`src/rtl/adder_pkg.sv`:
```
// Shared definitions for the adder arbiter: FSM state encoding and datapath widths.
package adder_pkg;

  typedef enum logic [1:0] {
    IDLE = 2'd0,
    ADD  = 2'd1,
    HOLD = 2'd2
  } state_t;

  localparam int W     = 4;
  localparam int SUM_W = 5;

endpackage

```
`src/rtl/four_bit_adder_EC.sv`:
```
// Unsigned 4-bit adder with the carry returned as bit 4 of SUM.
module four_bit_adder_EC (
  input  logic [3:0] A,
  input  logic [3:0] B,
  output logic [4:0] SUM
);

  assign SUM = {1'b0, A} + {1'b0, B};

endmodule

```
`src/rtl/four_bit_adder_arbiter.sv`:
```
// Two-port round-robin (or fixed-priority) front end sharing one four_bit_adder_EC.
// One operation in flight at a time: IDLE accepts, ADD registers the sum, HOLD waits for the consumer.
module four_bit_adder_arbiter #(
  parameter bit RR_EN = 1'b1,
  parameter int W     = 4
) (
  input  logic         clk,
  input  logic         reset,
  input  logic         req0_valid,
  input  logic [W-1:0] req0_a,
  input  logic [W-1:0] req0_b,
  output logic         req0_ready,
  input  logic         req1_valid,
  input  logic [W-1:0] req1_a,
  input  logic [W-1:0] req1_b,
  output logic         req1_ready,
  output logic         res_valid,
  output logic [W:0]   res_sum,
  output logic         res_id,
  input  logic         res_ready,
  output logic         busy
);

  import adder_pkg::*;

  state_t       r_state;
  logic [W-1:0] r_a;
  logic [W-1:0] r_b;
  logic         r_id;
  logic         r_last_id;
  logic         r_res_valid;
  logic [W:0]   r_res_sum;
  logic         r_res_id;
  logic [W:0]   w_sum;
  logic         w_req0_ready;
  logic         w_req1_ready;

  four_bit_adder_EC u_adder (
    .A   (r_a),
    .B   (r_b),
    .SUM (w_sum)
  );

  // Grant: only in IDLE and out of reset; on contention the port that did not win last goes next.
  always_comb begin
    w_req0_ready = 1'b0;
    w_req1_ready = 1'b0;
    if (!reset && (r_state == IDLE)) begin
      if (req0_valid && req1_valid) begin
        if (RR_EN && !r_last_id) begin
          w_req1_ready = 1'b1;
        end else begin
          w_req0_ready = 1'b1;
        end
      end else if (req0_valid) begin
        w_req0_ready = 1'b1;
      end else if (req1_valid) begin
        w_req1_ready = 1'b1;
      end else begin
        w_req0_ready = 1'b0;
        w_req1_ready = 1'b0;
      end
    end else begin
      w_req0_ready = 1'b0;
      w_req1_ready = 1'b0;
    end
  end

  // Operation sequencer: capture winner, register sum, hold until consumed.
  always_ff @(posedge clk) begin
    if (reset) begin
      r_state     <= IDLE;
      r_a         <= {W{1'b0}};
      r_b         <= {W{1'b0}};
      r_id        <= 1'b0;
      r_last_id   <= 1'b1;
      r_res_valid <= 1'b0;
      r_res_sum   <= {(W+1){1'b0}};
      r_res_id    <= 1'b0;
    end else begin
      case (r_state)
        IDLE: begin
          if (w_req0_ready) begin
            r_a       <= req0_a;
            r_b       <= req0_b;
            r_id      <= 1'b0;
            r_last_id <= 1'b0;
            r_state   <= ADD;
          end else if (w_req1_ready) begin
            r_a       <= req1_a;
            r_b       <= req1_b;
            r_id      <= 1'b1;
            r_last_id <= 1'b1;
            r_state   <= ADD;
          end else begin
            r_state <= IDLE;
          end
        end
        ADD: begin
          r_res_sum   <= w_sum;
          r_res_id    <= r_id;
          r_res_valid <= 1'b1;
          r_state     <= HOLD;
        end
        HOLD: begin
          if (res_ready) begin
            r_res_valid <= 1'b0;
            r_state     <= IDLE;
          end else begin
            r_state <= HOLD;
          end
        end
        default: begin
          r_res_valid <= 1'b0;
          r_state     <= IDLE;
        end
      endcase
    end
  end

  assign req0_ready = w_req0_ready;
  assign req1_ready = w_req1_ready;
  assign res_valid  = r_res_valid;
  assign res_sum    = r_res_sum;
  assign res_id     = r_res_id;
  assign busy       = (r_state != IDLE);

endmodule

```
`config.mk`:
```
export PLATFORM = sky130hd
export DESIGN_NAME = four_bit_adder_arbiter
export DESIGN_NICKNAME = d
export VERILOG_FILES = /design/src/rtl/adder_pkg.sv /design/src/rtl/four_bit_adder_EC.sv /design/src/rtl/four_bit_adder_arbiter.sv
export SDC_FILE = /design/constraint.sdc
export NUM_CORES = 1
export LEC_CHECK = 0
export BUFFER_PORTS_ARGS = -buffer_cell sky130_fd_sc_hd__buf_4
export CAP_MARGIN = 20
export CORE_MARGIN = 1
export CORE_UTILIZATION = 45
export CTS_CLUSTER_DIAMETER = 40
export DETAILED_ROUTE_END_ITERATION = 12
export PLACE_DENSITY = 0.74
export SETUP_SLACK_MARGIN = 0.3
export SYNTH_ARGS = -nofsm -noshare
export SYNTH_HDL_FRONTEND = slang
export SYNTH_SLANG_ARGS = --single-unit
```
`constraint.sdc`:
```
create_clock -name clk -period 1.4 [get_ports clk]
set_clock_uncertainty 0.15 [all_clocks]
set_input_delay 0.21 -clock clk [delete_from_list [all_inputs] [get_ports clk]]
set_output_delay 0.21 -clock clk [all_outputs]
set_load 0.01 [all_outputs]
```
# ---- Word-level counts from Yosys, hierarchy flattened
# Cells that the tools add are included.
dict set report classes {
  reduce_logical 8
  add_sub_neg 1
  bitwise 1
  mux 21
  n_eq_ne 3
}
# operator count
set ops {}
lappend ops {{$mux 4} 4}
lappend ops {{$mux 1} 14}
lappend ops {{$pmux 2 s3} 1}
lappend ops {{$add 4x4->5} 1}
lappend ops {{$reduce_and 2->1} 2}
lappend ops {{$reduce_bool 2->1} 2}
lappend ops {{$pmux 1 s3} 1}
lappend ops {{$eq 2x1->1 const B} 1}
lappend ops {{$eq 2x2->1 const B} 1}
lappend ops {{$logic_and 1x1->1} 2}
lappend ops {{$logic_not 2->1} 1}
lappend ops {{$mux 2} 1}
lappend ops {{$ne 2x2->1 const B} 1}
lappend ops {{$logic_not 1->1} 1}
lappend ops {{$not 1->1} 1}
dict set report word_totals {
  elab_cells 42
  reg_bits 19
  out_inout_bits 10
  in_bits 21
}

# ---- Longest topological paths before layout
# Gate-level depths: netlist of the first run.
dict set report logic_depth {
  depth_word 7
  mapped_depth 6
}

# ---- By module
# A second synthesis of the first run with hierarchy kept.
dict set report unflattened {
  hier_cells 98
  area_unflattened_um2 968.4
}
# module n_inst area_per_inst_um2 cells_per_inst
set by_module_without_submodules {}
lappend by_module_without_submodules {four_bit_adder_arbiter 1 832.0 82}
lappend by_module_without_submodules {four_bit_adder_EC 1 136.4 16}

# ---- Least setup slack after synthesis of the first run
# No wires, ideal clock.
dict set report synth_path {
  kind {register to register}
  startpoint {reg r_a[0]}
  endpoint {reg r_res_sum[4], in the netlist res_sum[4]}
  arrival_ns 1.235
  path_stages_with_launch 7
  setup_time_ns 0.086
  required_ns 1.164
  period_less_slack_ns 1.470
  setup_slack_ns -0.070
  path_buffers 0
  path_cell_list {dfxtp_1 -> ha_1 -> inv_1 -> fa_1 -> nor2b_1 -> o21ai_0 -> a211oi_1}
}
dict set report synth_via {
  elab_chain_cells 1
}
# element line
set synth_lines {}
lappend synth_lines {{start: declaration} four_bit_adder_arbiter.sv:27} ;# logic [W-1:0] r_a;
lappend synth_lines {{start signal: assignment} four_bit_adder_arbiter.sv:73} ;# r_a <= {W{1'b0}};
lappend synth_lines {{start signal: assignment} four_bit_adder_arbiter.sv:84} ;# r_a <= req0_a;
lappend synth_lines {{start signal: assignment} four_bit_adder_arbiter.sv:90} ;# r_a <= req1_a;
lappend synth_lines {{$add 4x4->5} four_bit_adder_EC.sv:8} ;# assign SUM = {1'b0, A} + {1'b0, B};
lappend synth_lines {{end signal: assignment} four_bit_adder_arbiter.sv:78} ;# r_res_sum <= {(W+1){1'b0}};
lappend synth_lines {{end signal: assignment} four_bit_adder_arbiter.sv:100} ;# r_res_sum <= w_sum;
lappend synth_lines {{end: declaration} four_bit_adder_arbiter.sv:32} ;# logic [W:0] r_res_sum;
# Every way passes these cells.
# A chain may end at the register's enable or synchronous reset.

# ---- Worst setup path in the final report of the first run
dict set report layout_path {
  startpoint {reg r_state[1]}
  endpoint {out req0_ready}
}
dict set report layout_via {
  elab_chain_cells 3
}
# element line
set layout_lines {}
lappend layout_lines {{start: declaration} four_bit_adder_arbiter.sv:26} ;# state_t r_state;
lappend layout_lines {{start signal: assignment} four_bit_adder_arbiter.sv:72} ;# r_state <= IDLE;
lappend layout_lines {{start signal: assignment} four_bit_adder_arbiter.sv:88} ;# r_state <= ADD;
lappend layout_lines {{start signal: assignment} four_bit_adder_arbiter.sv:94} ;# r_state <= ADD;
lappend layout_lines {{$logic_not 2->1} four_bit_adder_arbiter.sv:48} ;# if (!reset && (r_state == IDLE)) begin
lappend layout_lines {{$logic_and 1x1->1} four_bit_adder_arbiter.sv:48}
lappend layout_lines {{$mux 1} four_bit_adder_arbiter.sv:48}
lappend layout_lines {{end: declaration} four_bit_adder_arbiter.sv:12} ;# output logic req0_ready,
# Every way passes these cells.

==> impl_results.md, run 1 <==
* Total CTS buffers at 3
* Tot Pwr at 1.525 mW
* Synth top area share at 0.3716
* Worst slew pin tran at 0.3397 ns
* CTS HTree Levels at 1
* Worst Slack Setup Final at -0.2920 ns
* Syn Area/Cell at 8.748 µm²
* Global-route wire length before repair at 4.678 mm
* IR drop worst, VDD at 0.0007090 V
* Final Hold Fails at 0
* Critical path peak fanout at 2
* Critical Path Slowest Stage Cell: or3_4
* Seq cells post-synth at 19
* Max-Cap Viols at 0
* Placed Cells incl. Taps at 177
* Later-pin clock latency in the skew report at 0.29 ns
* Ant diodes at 0
* Layout Nets at 198
* Port Buf Inserts at 30
* Min Tclk post-route at 1.692 ns
* Starting density of the core at 0.5012
* Post-synth top flop: dfxtp_1
* Unrepaired setup endpoints after global routing: true
* Crit. Startpoint: r_state[1]$_SDFF_PP0_
* Failing checks: negative setup slack
* Largest cells by area after synthesis: dfxtp_1, a311oi_1, a21oi_1, o31ai_1, nand4_1
* Gate Count Post-Synth at 117
* FF-to-FF path depth at 7
* Vias/cell at 5.833
* Initial antenna violation count at 0
* GRT Total Usage at 0.2508
* Max transition margin at 0.7731
* TritonCTS clock tree: done
* Min-Delay Path Depth at 3
* Setup crit start kind: flip-flop
* Placer Congestion at 0.8072
* DRC errors left at 0
* Placed Area at 1366 µm²
* Worst setup EP type: primary output
* I/O pin cnt at 31
* WL/cell at 16.77 µm
* Crit path DAT at 1.33 ns
* Worst stage delay on the critical path at 0.42 ns
* Cell Chain, Critical Path: or3_4, nor3_4, buf_6
* Cell area after synthesis at 1023 µm²
* Core Box Area at 2042 µm²
* Count of final max-slew check failures at 0
* Drt total wl at 3.321 mm
* Worst hold start: req1_a[2]
* CTS Sinks at 19
* Max Freq at 591.0 MHz
* Min-Delay Path Class: in2reg
* Final setup fails at 15
* Async set-reset flop share out of synthesis at 0
* Vias in the first global route at 1056
* Status: complete, but fails checks
* Layout cell share with drive strength beyond 1 at 0.6316
* Post-route ant nets at 0
* Netlist cell types at 32
* Layout area overhead at 70.42%
* Syn_nets at 143
* Cell taking the most area after synthesis: dfxtp_1
* Seq/Total Area, Yosys at 0.3716
* Largest net degree at the start of global routing at 11
* Reg2Reg Setup Slack at -0.20 ns
* Iter 0 DRT Violations at 41
* DRT Pass-1 Iters at 4
* Yosys warns at 0
* DP Wirelength at 1.736 mm
* Capturing point of the worst reg2reg path: r_b[2]$_SDFFE_PP0P_
* Post-CTS Hold Buffers at 0
* Tcrit/Tclk final at 1.209
* P_leak at 0.6910 nW
* Crit-path leading delay family: simple AND/OR/NAND/NOR gates
* Non-filler cells, final at 198
* Gr ovfl total at 0
* Crit Path Class: reg2out
* Pwr/cell area at 874.6 nW/µm²
* FF-to-FF Start: r_state[0]$_SDFF_PP0_
* Clock slew at reported path FFs at 0.11 ns
* # rows at 16
* EDFF count, synth at 0
* FILL cells at 109
* Routed vias at 1155
* Top cells by count, synth: dfxtp_1, a21oi_1, nand4_1, a311oi_1, o31ai_1
* Most frequent cell after synthesis: dfxtp_1
* Cell area after layout at 1744 µm²
* Min Hold Slack at 0.02473 ns
* CTS root buffer: clkbuf_4
* Crit path required time at 1.04 ns
* Clock tree buffer depth at 2
* Setup TNS at -2.485 ns
* Height of the die at 49.69 µm
* Die X at 49.69 µm
* Hold Path End: r_a[2]$_SDFFE_PP0P_
* Die ar. at 2469 µm²
* WP buf/inv at 1
==> what timing repair did <==
action                     4_1_cts  5_1_grt
resized for setup               40       19
pin swaps                       14       19
setup endpoints to repair       27       29
gates cloned                     2        1
setup buffers                    6        8
==> state kept, by name, summed over array words and instances, names as in the netlist <==
signal / flops
r_id: 1
res_sum: 5
r_last_id: 1
r_a: 4
r_state: 2
res_id: 1
res_valid: 1
r_b: 4
==> worst max path at each step <==
| stage | to | cells after the start | slack, ns |
|---|---|---|---|
| finish | req0_ready | 3 | -0.29 |
| global route | req1_ready | 5 | -0.35 |
| CTS | req1_ready | 5 | -0.29 |
| detailed placement | req0_ready | 4 | -0.16 |
| global placement | req0_ready | 4 | -0.14 |
| floorplan | res_sum[4]$_SDFFE_PP0P_ | 6 | 0.005 |
==> worst register-to-register path, cell delays in order, from the launching register on <==
cell      delay (ns)
dfxtp_2         0.38
buf_6           0.13
nor3_4          0.04
buf_4           0.13
buf_6           0.11
buf_6           0.12
and2_4          0.18
a311oi_1        0.27
==> cells in the final DEF (no fill, tap or decap), types with 2 or more instances in the layout <==
master    synthesis  final
ha_4              0      3
dfxtp_2           0     15
dfxtp_1          19      4
o31ai_1           8      5
nor2b_4           0      2
nor3_1            3      2
and2_4            0      2
a311oi_1          8      6
a311oi_2          0      2
inv_1             3      2
o31ai_2           0      2
nor2_1            7      5
clkbuf_4          0      3
buf_6             4     22
a21oi_2           0      3
nand2_1           7      6
a211oi_2          0      2
nand4_1           9      9
buf_4             1     37
nor2b_1           5      3
a21oi_1          13     10
nor3_4            1      2
inv_2             1      2
==> per-stage QoR <==
step	utilization	setup slack [ns]
detailed placement	0.6691	-0.1567
CTS	0.7721	-0.2898
global placement	0.6691	-0.1420
floorplan	-	0.005438
global route	0.8542	-0.3530
finish	0.8542	-0.2920
==> layout make-up <==
cell class,instances,area [µm²],share of cell area
multi-input cells,84,724.4,0.4154
repair buffers,60,545.5,0.3128
flip-flops and latches,19,399.1,0.2288
well taps,27,33.78,0.01937
clock buffers,4,26.28,0.01506
inverters,4,15.01,0.008608
==> where the power goes <==
part	internal, mW	total (mW)	leakage (nW)	switching [mW]
Sequential	0.598	0.646	0.162	0.0477
Clock	0.111	0.283	0.0150	0.172
Combinational	0.330	0.597	0.514	0.266
==> cell families (layout without fill, tap and decap cells) <==
family / Yosys count / after routing / synth area share
flops: 19 / 19 / 0.3716
buf+inv: 15 / 68 / 0.08922
fa+ha+maj: 5 / 5 / 0.06846
xor+xnor: 1 / 1 / 0.008559
simple gates: 42 / 43 / 0.2274
compound gates: 35 / 35 / 0.2347
==> per-layer routing <==
layer  vias to the layer above  global-route usage  share of wire
li1                        544                   -              -
met1                       541              0.2868           0.43
met2                        58              0.4505           0.50
met3                        12             0.02160          0.042
met4                         0              0.1429          0.032
met5                         -                   0              0
Note: power is estimated with default switching activity, not from simulation.
==> run 2: changes to the inputs <==
- BUFFER_PORTS_ARGS: -buffer_cell sky130_fd_sc_hd__buf_4 -> -buffer_cell sky130_fd_sc_hd__buf_2
- CORE_UTILIZATION: 45 -> 40
- PLACE_DENSITY: 0.74 -> 0.67
==> impl_results.md, run 2 (synthesized netlist as in run 1, its figures left out) <==
* Iter 0 DRT Violations at 8
* GRT Total Usage at 0.1978
* Commonest non-fill, non-tap cells in the layout: buf_2, buf_6, dfxtp_2
* Layout area overhead at 61.37%
* Min Tclk post-route at 1.657 ns
* Vias/cell at 5.497
* Dpl ws at -0.1599 ns
* Cell area after layout at 1652 µm²
* Placer Congestion at 0.7755
* Worst setup EP type: primary output
* Crit Path Class: reg2out
* Die ar. at 2765 µm²
* Crit path DAT at 1.30 ns
* Global-route wire length before repair at 4.043 mm
* Commonest non-fill, non-tap cell in the layout: buf_2
* Largest net degree at the start of global routing at 13
* Setup TNS at -1.907 ns
* Fin util at 0.7124
* Grt met1 use at 0.2500
* Drt total wl at 2.686 mm
* Placed Cells incl. Taps at 178
* Status: complete, but fails checks
* Ant diodes at 0
* Final setup fails at 14
* Tot Pwr at 1.469 mW
* Port Buf Inserts at 30
* Final Hold Fails at 0
* Setup crit start kind: flip-flop
* WL/cell at 13.77 µm
* Max Freq at 603.6 MHz
* Height of the die at 52.59 µm
* Clock slew at reported path FFs at 0.11 ns
* Worst Slack Setup Final at -0.2568 ns
* Non-filler cells, final at 195
* IR drop worst, VDD at 0.0006698 V
* DP Wirelength at 1.638 mm
* Met2 usage in global routing at 0.3418
* Tcrit/Tclk final at 1.183
* # rows at 17
* Gr ovfl total at 0
* Post-route ant nets at 0
* Clock tree buffer depth at 2
* Die X at 52.59 µm
* Placed Area at 1292 µm²
* Core Box Area at 2318 µm²
* TritonCTS clock tree: done
* Vias in the first global route at 903
* Top Usage Layer GRT: met2
* Total CTS buffers at 3
* CTS root buffer: clkbuf_4
* Min Hold Slack at 0.02940 ns
* Count of final max-slew check failures at 0
* CTS HTree Levels at 1
* I/O pin cnt at 31
* Global Route met3 Usage at 0.01739
* Max-Cap Viols at 0
* Crit path required time at 1.04 ns
* Failing checks: negative setup slack
* Worst slew pin tran at 0.4293 ns
* Unrepaired setup endpoints after global routing: true
* Later-pin clock latency in the skew report at 0.29 ns
* DRC errors left at 0
* Starting density of the core at 0.4414
* Max reg flops at 5
* Min-Delay Path Class: in2reg
* Pwr/cell area at 889.5 nW/µm²
* Max transition margin at 0.7125
* Layout Nets at 194
* Critical path peak fanout at 2
* Routed vias at 1072
* CTS Sinks at 19
* DRT Pass-1 Iters at 4
* Layout cell share with drive strength beyond 1 at 0.6168
* Initial antenna violation count at 0
* P_leak at 0.6586 nW
-- run 2: cell count changes in the layout (fill, tap and decap cells not counted), moves of 2 or more --
cell | before | now
buf_2 | 0 | 21
buf_4 | 37 | 13
buf_6 | 22 | 20
o31ai_1 | 5 | 8
o31ai_2 | 2 | 0
-- run 2: routing by layer --
| layer | part of all wire | routed length [µm] | up-vias |
|---|---|---|---|
| met3 | 0.036 | 98 | 2 |
| met1 | 0.45 | 1198 | 496 |
| met4 | 0.0071 | 19 | 0 |
| li1 | - | - | 542 |
| met2 | 0.51 | 1369 | 32 |
| met5 | 0 | 0 | - |
-- run 2: final timing paths --
kind / from / to / slack (ns) / depth (start not counted)
worst max-delay path: r_state[0]$_SDFF_PP0_ / req0_ready / -0.26 / 3
worst min-delay path: req1_b[3] / r_b[3]$_SDFFE_PP0P_ / 0.03 / 3
worst max register to register: r_state[0]$_SDFF_PP0_ / r_a[1]$_SDFFE_PP0P_ / -0.18 / 4
worst min register to register: r_id$_SDFFE_PP0P_ / res_id$_SDFFE_PP0P_ / 0.32 / 2
-- run 2: critical path: stages, from the launching register on --
cell	delay [ns]
dfxtp_2	0.34
or3_4	0.39
nor3_4	0.13
buf_2	0.15
-- run 2: power by group --
part	switching (mW)	internal [mW]	leakage, nW	total [mW]
Sequential	0.0451	0.598	0.162	0.643
Combinational	0.244	0.305	0.482	0.549
Clock	0.167	0.111	0.0150	0.278
Total	0.456	1.01	0.659	1.47
-- run 2: final cells by class --
class / instances / area (µm²)
multi-input combinational: 84 / 708.2
fill: 175 / 666.9
timing repair buffer: 56 / 467.9
sequential: 19 / 399.1
tap: 28 / 35.03
clock buffer: 4 / 26.28
inverter: 4 / 15.01
-- run 2: what timing repair did --
action,CTS,global route
gates resized for setup,35,20
pin swaps,16,14
cloned,1,1
setup endpoints to repair,29,29
hold buffers,0,0
buffers inserted,5,6
